File: src/rtl/audio_dac_serializer.sv
// Mono sample buffer and left-justified 16-bit serializer driving the codec DAC pins as clock master.
module audio_dac_serializer #(
    parameter int unsigned BCLK_DIV = 4
) (
    input  logic        Clk,
    input  logic        Reset,
    input  logic [15:0] sample_in,
    input  logic        sample_valid,
    output logic        sample_ready,
    output logic        frame_start,
    output logic        underrun,
    input  logic        clr_underrun,
    output logic        AUD_BCLK,
    output logic        AUD_DACLRCK,
    output logic        AUD_DACDAT
);

    localparam int unsigned DIV_W = (BCLK_DIV > 1) ? $clog2(BCLK_DIV) : 1;
    localparam int unsigned BIT_W = 5;
    localparam int unsigned SMP_W = 16;
    localparam logic [DIV_W-1:0] DIV_LAST  = DIV_W'(BCLK_DIV - 1);
    localparam logic [BIT_W-1:0] BIT_LAST  = BIT_W'(31);
    localparam logic [BIT_W-1:0] BIT_LHALF = BIT_W'(15);

    logic [DIV_W-1:0] div_cnt,     div_cnt_nxt;
    logic [BIT_W-1:0] bit_cnt,     bit_cnt_nxt;
    logic [SMP_W-1:0] shift,       shift_nxt;
    logic [SMP_W-1:0] shadow,      shadow_nxt;
    logic [SMP_W-1:0] buffer,      buffer_nxt;
    logic             buffer_full, buffer_full_nxt;
    logic             bclk_nxt;
    logic             lrck_nxt;
    logic             ready_nxt;
    logic             frame_start_nxt;
    logic             underrun_nxt;

    logic div_wrap_c;
    logic fall_tick_c;
    logic frame_load_c;
    logic right_load_c;
    logic write_c;

    // Event decode: divider wrap, BCLK falling toggle, slot boundaries, handshake
    always_comb begin
        div_wrap_c   = (div_cnt == DIV_LAST);
        fall_tick_c  = div_wrap_c && AUD_BCLK;
        frame_load_c = fall_tick_c && (bit_cnt == BIT_LAST);
        right_load_c = fall_tick_c && (bit_cnt == BIT_LHALF);
        write_c      = sample_valid && sample_ready;
    end

    // Next-state logic for divider, bit counter, shifter, buffer and status flags
    always_comb begin
        div_cnt_nxt     = div_wrap_c ? '0 : div_cnt + DIV_W'(1);
        bclk_nxt        = div_wrap_c ? ~AUD_BCLK : AUD_BCLK;
        bit_cnt_nxt     = bit_cnt;
        shift_nxt       = shift;
        shadow_nxt      = shadow;
        buffer_nxt      = buffer;
        buffer_full_nxt = buffer_full;
        underrun_nxt    = underrun;
        frame_start_nxt = frame_load_c;

        if (clr_underrun) begin
            underrun_nxt = 1'b0;
        end

        if (fall_tick_c) begin
            bit_cnt_nxt = bit_cnt + BIT_W'(1);
            if (frame_load_c) begin
                if (buffer_full) begin
                    shadow_nxt      = buffer;
                    shift_nxt       = buffer;
                    buffer_full_nxt = 1'b0;
                end else begin
                    // Starved frame: repeat the previous sample; set beats clear
                    shift_nxt    = shadow;
                    underrun_nxt = 1'b1;
                end
            end else if (right_load_c) begin
                shift_nxt = shadow;
            end else begin
                shift_nxt = {shift[SMP_W-2:0], 1'b0};
            end
        end

        // Only possible while empty, so it never races the load's consume
        if (write_c) begin
            buffer_nxt      = sample_in;
            buffer_full_nxt = 1'b1;
        end

        lrck_nxt  = ~bit_cnt_nxt[BIT_W-1];
        ready_nxt = ~buffer_full_nxt;
    end

    // State and output registers with asynchronous reset
    always_ff @(posedge Clk or posedge Reset) begin
        if (Reset) begin
            div_cnt      <= '0;
            bit_cnt      <= '0;
            shift        <= '0;
            shadow       <= '0;
            buffer       <= '0;
            buffer_full  <= 1'b0;
            AUD_BCLK     <= 1'b0;
            AUD_DACLRCK  <= 1'b1;
            sample_ready <= 1'b1;
            frame_start  <= 1'b0;
            underrun     <= 1'b0;
        end else begin
            div_cnt      <= div_cnt_nxt;
            bit_cnt      <= bit_cnt_nxt;
            shift        <= shift_nxt;
            shadow       <= shadow_nxt;
            buffer       <= buffer_nxt;
            buffer_full  <= buffer_full_nxt;
            AUD_BCLK     <= bclk_nxt;
            AUD_DACLRCK  <= lrck_nxt;
            sample_ready <= ready_nxt;
            frame_start  <= frame_start_nxt;
            underrun     <= underrun_nxt;
        end
    end

    // Serial data is the shifter MSB, itself a flop
    assign AUD_DACDAT = shift[SMP_W-1];

endmodule

File: config.mk
export PLATFORM = sky130hd
export DESIGN_NAME = audio_dac_serializer
export DESIGN_NICKNAME = d
export VERILOG_FILES = /design/src/rtl/audio_dac_serializer.sv
export SDC_FILE = /design/constraint.sdc
export NUM_CORES = 1
export LEC_CHECK = 0
export ABC_CLOCK_PERIOD_IN_PS = 4250
export BUFFER_PORTS_ARGS = -buffer_cell sky130_fd_sc_hd__buf_2
export CORE_MARGIN = 4
export CORE_UTILIZATION = 63
export DETAILED_ROUTE_END_ITERATION = 12
export MAX_ROUTING_LAYER = met4
export PLACE_DENSITY = 0.84
export SKIP_LAST_GASP = 1
export SYNTH_ARGS = -nofsm -noshare
export SYNTH_HDL_FRONTEND = slang
export SYNTH_SLANG_ARGS = --single-unit
File: constraint.sdc
create_clock -name Clk -period 4.25 [get_ports Clk]
set_clock_uncertainty 0.1 [all_clocks]
set_input_delay 0.425 -clock Clk [delete_from_list [all_inputs] [get_ports Clk]]
set_output_delay 0.425 -clock Clk [all_outputs]
set_load 0.03 [all_outputs]
==> summary.md, run 1 <==
| Metric | Value |
|---|---|
| Outcome | finished clean |
| Number of distinct library cells after synthesis | 32 |
| Vias/cell | 6.03 |
| Max-slew headroom | 42.1% |
| Core Util, Final | 74.3% |
| Max stage delay on crit path | 0.59 ns |
| Via Count | 1695 |
| Max stage delay cell, worst path | nand3_1 |
| Worst-path fanout max | 16 |
| Vias in the first global route | 1831 |
| Fin Setup TNS | 0 ns |
| Clk Latency, worst-skew pair | 0.34 ns |
| Cts bufs inserted | 9 |
| Start-to-end type of the worst setup path | reg -> reg |
| Root Buffer Master | clkbuf_8 |
| Synthesized area | 0.00272 mm^2 |
| Reg2Reg Depth | 5 |
| Post-CTS Resized | 0 |
| Width of the chip | 73.7 um |
| WHS Path Cells | 2 |
| Leak | 1.54 nW |
| Final hold vios | 0 |
| # DRC | 0 |
| Wirelength per Cell | 18.7 um |
| CTS Buffer Depth | 2 |
| Max rail drop VDD | 0.000206 V |
| Worst path bufs/invs | 0 |
| Post-synth EDFFs | 0 |
| Worst Path Required | 4.39 ns |
| Drt pass-1 iters | 4 |
| NumNets Final | 251 |
| Avg Cell Area, Syn | 13.6 um^2 |
| P&R area growth vs syn | 11.8% |
| Primary FF master, synth | dfrtp_1 |
| Initial core utilization | 66.4% |
| Number of H-tree levels | 3 |
| Hold Crit Start | clr_underrun |
| Period utilisation layout | 56.5% |
| Pin count of the biggest net entering global routing | 62 |
| Final ANT Viol Nets | 0 |
| Share of layout cells above drive strength 1 | 34.6% |
| Clk slew on worst S/H paths | 0.07 ns |
| DRT iter0 DRCs | 123 |
| Antenna violations before repair | 0 |
| Post-DP HPWL | 3370 um |
| TritonCTS Sinks | 61 |
| Syn nets | 224 |
| Max Slew Vio Count | 0 |
| WL final | 5250 um |
| GRT overflow | 0 |
| Yosys warnings | 0 |
| Reg2reg setup slack | 1.85 ns |
| Hold buffer count at CTS | 0 |
| Ports | 26 |
| Data arrival time of the worst path | 2.54 ns |
| Power density over the cells | 359 mW/mm^2 |
| Max cap viols | 0 |
| Worst setup SP type | flip-flop |
| Total core area | 0.00409 mm^2 |
| Crit path time final | 2.40 ns |
| Most frequent CP cell | ha_1 |
| F_max | 416 MHz |
| CTS tree | done |
| Diode count | 0 |
| Worst Tran Pin Value | 0.869 ns |
| Setup violations, final | 0 |
| Post-synthesis sequential area ratio | 56.3% |
| HP Class | in -> reg |
| Die area | 0.00542 mm^2 |
| Asr flop ratio synth | 100% |
| RSZ-0062 raised after global routing | false |
| GRT Overall Usage | 23.0% |
| #FFs+latches synth | 61 |
| Routability cong. | 0.735 |
| First-pass GRT wire length | 8820 um |
| Die Ht | 73.7 um |
| Crit path cell chain | ha_1 > and3_1 > ha_1 > nand3_1 > o221ai_1 |
| Family with the most delay on the worst path | simple AND/OR/NAND/NOR gates |
| Port bufs | 25 |
| Post-Synthesis Cells | 200 |
| RR Startpoint | bit_cnt[0] |
| Setup crit end kind | flip-flop |
| Setup Fix Bufs, Post-CTS | 0 |
| Critical R2R Capture | shift[15] |
| Worst Hold Path EP | underrun |
| # rows | 23 |
==> cell usage after synthesis (all sizes together), types with 2 or more instances <==
cell / count / share of area (%)
clkbuf: 2 / 0.28
mux2: 33 / 15
mux2i: 26 / 9.6
inv: 4 / 0.55
nand2: 22 / 3.0
buf: 9 / 2.0
nand3: 2 / 0.83
dfstp: 2 / 1.9
nand2b: 3 / 0.69
a21oi: 2 / 0.37
o31ai: 2 / 0.55
o221ai: 13 / 4.2
dfrtp: 59 / 54
ha: 4 / 1.8
and2: 2 / 0.55
o32ai: 2 / 0.65
xnor2: 3 / 0.97
==> sequential cells by signal (all words and copies together), names as in the netlist <==
signal,cells
buffer_full,1
sample_ready,1
frame_start,1
AUD_DACLRCK,1
buffer,16
shift,16
shadow,16
bit_cnt,5
div_cnt,2
AUD_BCLK,1
underrun,1
==> power by group <==
group | internal [mW] | total (mW) | switching (mW)
combinational | 0.00682 | 0.0196 | 0.0128
clock | 0.264 | 0.489 | 0.225
sequential | 0.581 | 0.581 | 0.0000000000000000274
total | 0.852 | 1.09 | 0.237
==> through the flow <==
step	hold slack [ns]	area [um^2]	cells	power [mW]	worst slack, ns
floorplan	0.310	2720	200	0.600	2.22
global placement	0.319	2860	266	0.611	2.06
detailed placement	0.333	2860	266	0.612	1.86
CTS	0.157	3040	281	1.09	1.88
global route	0.180	3040	281	1.12	1.69
finish	0.158	3040	281	1.09	1.85
==> per-layer routing <==
metal / part of all wire, % / track usage (%) / vias to the layer above
met4: 2.8 / 11.1 / 0
met1: 42 / 27.5 / 861
li1: - / - / 779
met5: 0 / - / -
met2: 52 / 37.2 / 36
met3: 3.3 / 4.51 / 19
==> layout make-up <==
class	instances	area, um^2
Tap cell	50	62.6
Timing Repair Buffer	27	140
Clock buffer	10	128
Clock inverter	5	52.6
Multi-Input combinational cell	124	1110
Fill cell	266	1050
Sequential cell	61	1530
Inverter	4	15.0
==> worst register-to-register path: stages (launching register included) <==
cell and delay (ns):
dfrtp_1 0.41, ha_1 0.19, and3_1 0.19, ha_1 0.37
nand3_1 0.60, o221ai_1 0.44
==> how the worst max path moves through the flow <==
stage,startpoint,endpoint,slack (ns),cells past startpoint
3_3_place_gp,bit_cnt[0],shift[13],2.06,5
3_5_place_dp,bit_cnt[0],shift[15],1.86,5
6_report,bit_cnt[0],shift[15],1.85,5
4_1_cts,bit_cnt[0],shift[15],1.88,5
5_1_grt,bit_cnt[0],shift[15],1.69,5
2_1_floorplan,Reset,AUD_BCLK,2.22,1
==> cell usage in the layout (no fill, tap or decap), types with 2 or more instances in the layout <==
| cell type | count |
|---|---|
| a21oi_1 | 2 |
| buf_2 | 25 |
| buf_4 | 2 |
| clkbuf_8 | 9 |
| clkinv_2 | 3 |
| dfrtp_1 | 59 |
| dfstp_2 | 2 |
| ha_1 | 4 |
| inv_1 | 3 |
| mux2_2 | 23 |
| mux2_4 | 10 |
| mux2i_1 | 26 |
| nand2_1 | 22 |
| nand2b_1 | 3 |
| o221ai_1 | 13 |
| o31ai_1 | 2 |
| o32ai_1 | 2 |
| xnor2_1 | 3 |
==> cell families after synthesis <==
kind of cell | Yosys count | share of synthesized area [%]
AOI/OAI and AO/OA | 25 | 7.37
xor gates and xnor gates | 4 | 1.29
adders and majority gates | 4 | 1.84
buffers and inverters | 15 | 2.81
DFF | 61 | 56.3
muxes | 59 | 24.7
and+or+nand+nor | 32 | 5.71
Note: power is estimated with default switching activity, not from simulation.
==> run 2: changes to the inputs <==
--- a/config.mk
+++ b/config.mk
@@ -5,13 +5,13 @@
 export SDC_FILE = /design/constraint.sdc
 export NUM_CORES = 1
 export LEC_CHECK = 0
-export ABC_CLOCK_PERIOD_IN_PS = 4250
+export ABC_CLOCK_PERIOD_IN_PS = 2000
 export BUFFER_PORTS_ARGS = -buffer_cell sky130_fd_sc_hd__buf_2
 export CORE_MARGIN = 4
-export CORE_UTILIZATION = 63
+export CORE_UTILIZATION = 52
 export DETAILED_ROUTE_END_ITERATION = 12
 export MAX_ROUTING_LAYER = met4
-export PLACE_DENSITY = 0.84
+export PLACE_DENSITY = 0.74
 export SKIP_LAST_GASP = 1
 export SYNTH_ARGS = -nofsm -noshare
 export SYNTH_HDL_FRONTEND = slang
==> constraint.sdc (replaced) <==
create_clock -name Clk -period 2 [get_ports Clk]
set_clock_uncertainty 0.1 [all_clocks]
set_input_delay 0.2 -clock Clk [delete_from_list [all_inputs] [get_ports Clk]]
set_output_delay 0.2 -clock Clk [all_outputs]
set_load 0.03 [all_outputs]
==> summary.md, run 2 (same netlist as run 1, synthesis figures left out) <==
| Metric | Value |
|---|---|
| Outcome | finished clean |
| TritonCTS Sinks | 61 (unchanged) |
| WL final | 5310 um (+1.3%) |
| Worst setup SP type | flip-flop |
| DRT iter0 DRCs | 74 (-40%) |
| Fill cells | 380 (+43%) |
| Drt pass-1 iters | 4 (unchanged) |
| Ports | 26 (unchanged) |
| Design Area, Final | 0.00347 mm^2 (+14%) |
| Crit path cell chain | ha_1 > and3_1 > ha_2 > nand3_4 > buf_12 > mux2_2 |
| Max stage delay on crit path | 0.41 ns (-0.18 ns) |
| Cts bufs inserted | 9 (unchanged) |
| Max rail drop VDD | 0.000469 V (+130%) |
| Setup violations, final | 0 (unchanged) |
| Worst Tran Pin Value | 0.335 ns (-0.534 ns) |
| Diode count | 0 (unchanged) |
| Start-to-end type of the worst setup path | reg -> reg |
| Pin count of the biggest net entering global routing | 62 (unchanged) |
| Core Util, Final | 68.4% (-5.9 points) |
| Root Buffer Master | clkbuf_8 |
| Vias/cell | 5.38 (-11%) |
| Placed cell area | 0.00303 mm^2 (+6.0%) |
| GRT overflow | 0 (unchanged) |
| Leak | 1.73 nW (+12%) |
| NumNets Final | 280 (+12%) |
| Fin Setup TNS | 0 ns (unchanged) |
| Family with the most delay on the worst path | adder cells |
| Die area | 0.00644 mm^2 (+19%) |
| Register area | 0.00153 mm^2 (unchanged) |
| P&R area growth vs syn | 27.8% |
| First-pass GRT wire length | 9050 um (+2.6%) |
| Clk Latency, worst-skew pair | 0.34 ns (about the same) |
| Setup slack after layout | 0.124 ns (-1.72 ns) |
| Pre-CTS WS | 0.0419 ns (-1.82 ns) |
| Antenna violations before repair | 0 (unchanged) |
| Total core area | 0.00507 mm^2 (+24%) |
| F_max | 533 MHz (+28%) |
| Max Slew Vio Count | 0 (unchanged) |
| Worst Path Required | 2.12 ns (-2.27 ns) |
| Initial core utilization | 53.5% (-13 points) |
| # rows | 26 (+13%) |
| CTS Buffer Depth | 2 (unchanged) |
| Most common cell after layout, fill and taps aside | dfrtp_1 |
| Final ANT Viol Nets | 0 (unchanged) |
| Most frequent cells in the layout | dfrtp_1 (59), mux2i_1 (26), buf_2 (25), mux2_2 (23), nand2_1 (22) |
| Max cap viols | 0 (unchanged) |
| Routability cong. | 0.809 (+10%) |
| Data arrival time of the worst path | 2.00 ns (-0.54 ns) |
| Multi-input gate area | 0.00111 mm^2 (+0.23%) |
| Placed Cells incl. Taps | 297 (+12%) |
| Power density over the cells | 789 mW/mm^2 (+120%) |
| Number of H-tree levels | 3 (unchanged) |
| HP Class | in -> reg |
| Port bufs | 25 (unchanged) |
| Vias in the first global route | 1871 (+2.2%) |
| Max stage delay cell, worst path | dfrtp_1 |
| CTS tree | done |
| Final non-filler cell total | 331 (+18%) |
| Registers with the most flip-flops | buffer x16, shadow x16, shift x16 |
| Via Count | 1780 (+5.0%) |
| Worst hold margin | 0.216 ns (+0.0585 ns) |
| Final hold vios | 0 (unchanged) |
| Worst-path fanout max | 8 (-8) |
| Worst path bufs/invs | 1 (+1) |
| Width of the chip | 80.3 um (+9.0%) |
| Period utilisation layout | 93.8% (+37 points) |
| Max-slew headroom | 77.6% (+36 points) |
| # DRC | 0 (unchanged) |
| RSZ-0062 raised after global routing | false |
| Post-DP HPWL | 3290 um (-2.3%) |
| Setup crit end kind | flip-flop |
| GRT Overall Usage | 19.5% (-3.5 points) |
| Setup Fix Bufs, Post-CTS | 0 (unchanged) |
| Wirelength per Cell | 16.1 um (-14%) |
| Clk slew on worst S/H paths | 0.07 ns (about the same) |
| Die Ht | 80.3 um (+9.0%) |
| Share of layout cells above drive strength 1 | 36.0% (+1.4 points) |
| Crit path time final | 1.88 ns (-0.526 ns) |
| Final Power | 2.74 mW (+150%) |
-- run 2: changes by cell type in the layout (fill, tap and decap cells not counted) --
| cell | change |
|---|---|
| buf_12 | +5 |
| buf_4 | +6 |
| bufinv_16 | +3 |
| clkbuf_1 | -1 |
| clkinv_2 | -1 |
| dlygate4sd3_1 | +18 |
| ha_1 | -1 |
| ha_2 | +1 |
-- run 2: worst paths after layout --
kind,from,to,slack (ns),cells after the start
max in group asynchronous,Reset,AUD_DACLRCK,1.13,4
min reg2reg,div_cnt[0],div_cnt[0],0.34,1
min in group asynchronous,Reset,buffer[3],0.35,4
max,bit_cnt[0],shadow[10],0.12,6
min,sample_valid,buffer_full,0.22,4
max reg2reg,bit_cnt[0],shadow[10],0.12,6
-- run 2: worst reg2reg max path, stage by stage (launching register included) --
cell and delay [ns]:
dfrtp_1 0.41, ha_1 0.22, and3_1 0.21, ha_2 0.24
nand3_4 0.12, buf_12 0.14, mux2_2 0.33
-- run 2: cell type report --
| type | count | share of cell area [%] |
|---|---|---|
| Multi-Input combinational cell | 124 | 32.0 |
| Clock buffer | 9 | 3.57 |
| Timing Repair Buffer | 56 | 13.4 |
| Clock inverter | 7 | 3.97 |
| Tap cell | 70 | 2.52 |
| Sequential cell | 61 | 44.1 |
| Inverter | 4 | 0.433 |
-- run 2: power breakdown --
| part | switching [mW] | leakage (nW) | internal [mW] | total [mW] |
|---|---|---|---|---|
| Combinational | 0.0323 | 0.773 | 0.0402 | 0.0725 |
| Clock | 0.484 | 0.129 | 0.949 | 1.43 |
| Sequential | 0.0000000000000000363 | 0.826 | 1.23 | 1.23 |
| Total | 0.516 | 1.73 | 2.22 | 2.74 |
-- run 2: routing by layer --
metal,global-route usage [%],part of all wire (%)
met1,23.7,46
met2,30.7,49
met3,5.04,3.6
met4,8.61,1.8
met5,-,0
-- run 2: repair_timing --
| action | in CTS | in global routing |
|---|---|---|
| resized for setup | 0 | 1 |
| endpoints found under the setup margin | 0 | 21 |
| hold buffers | 18 | 0 |
| hold endpoints to repair | 76 | 0 |
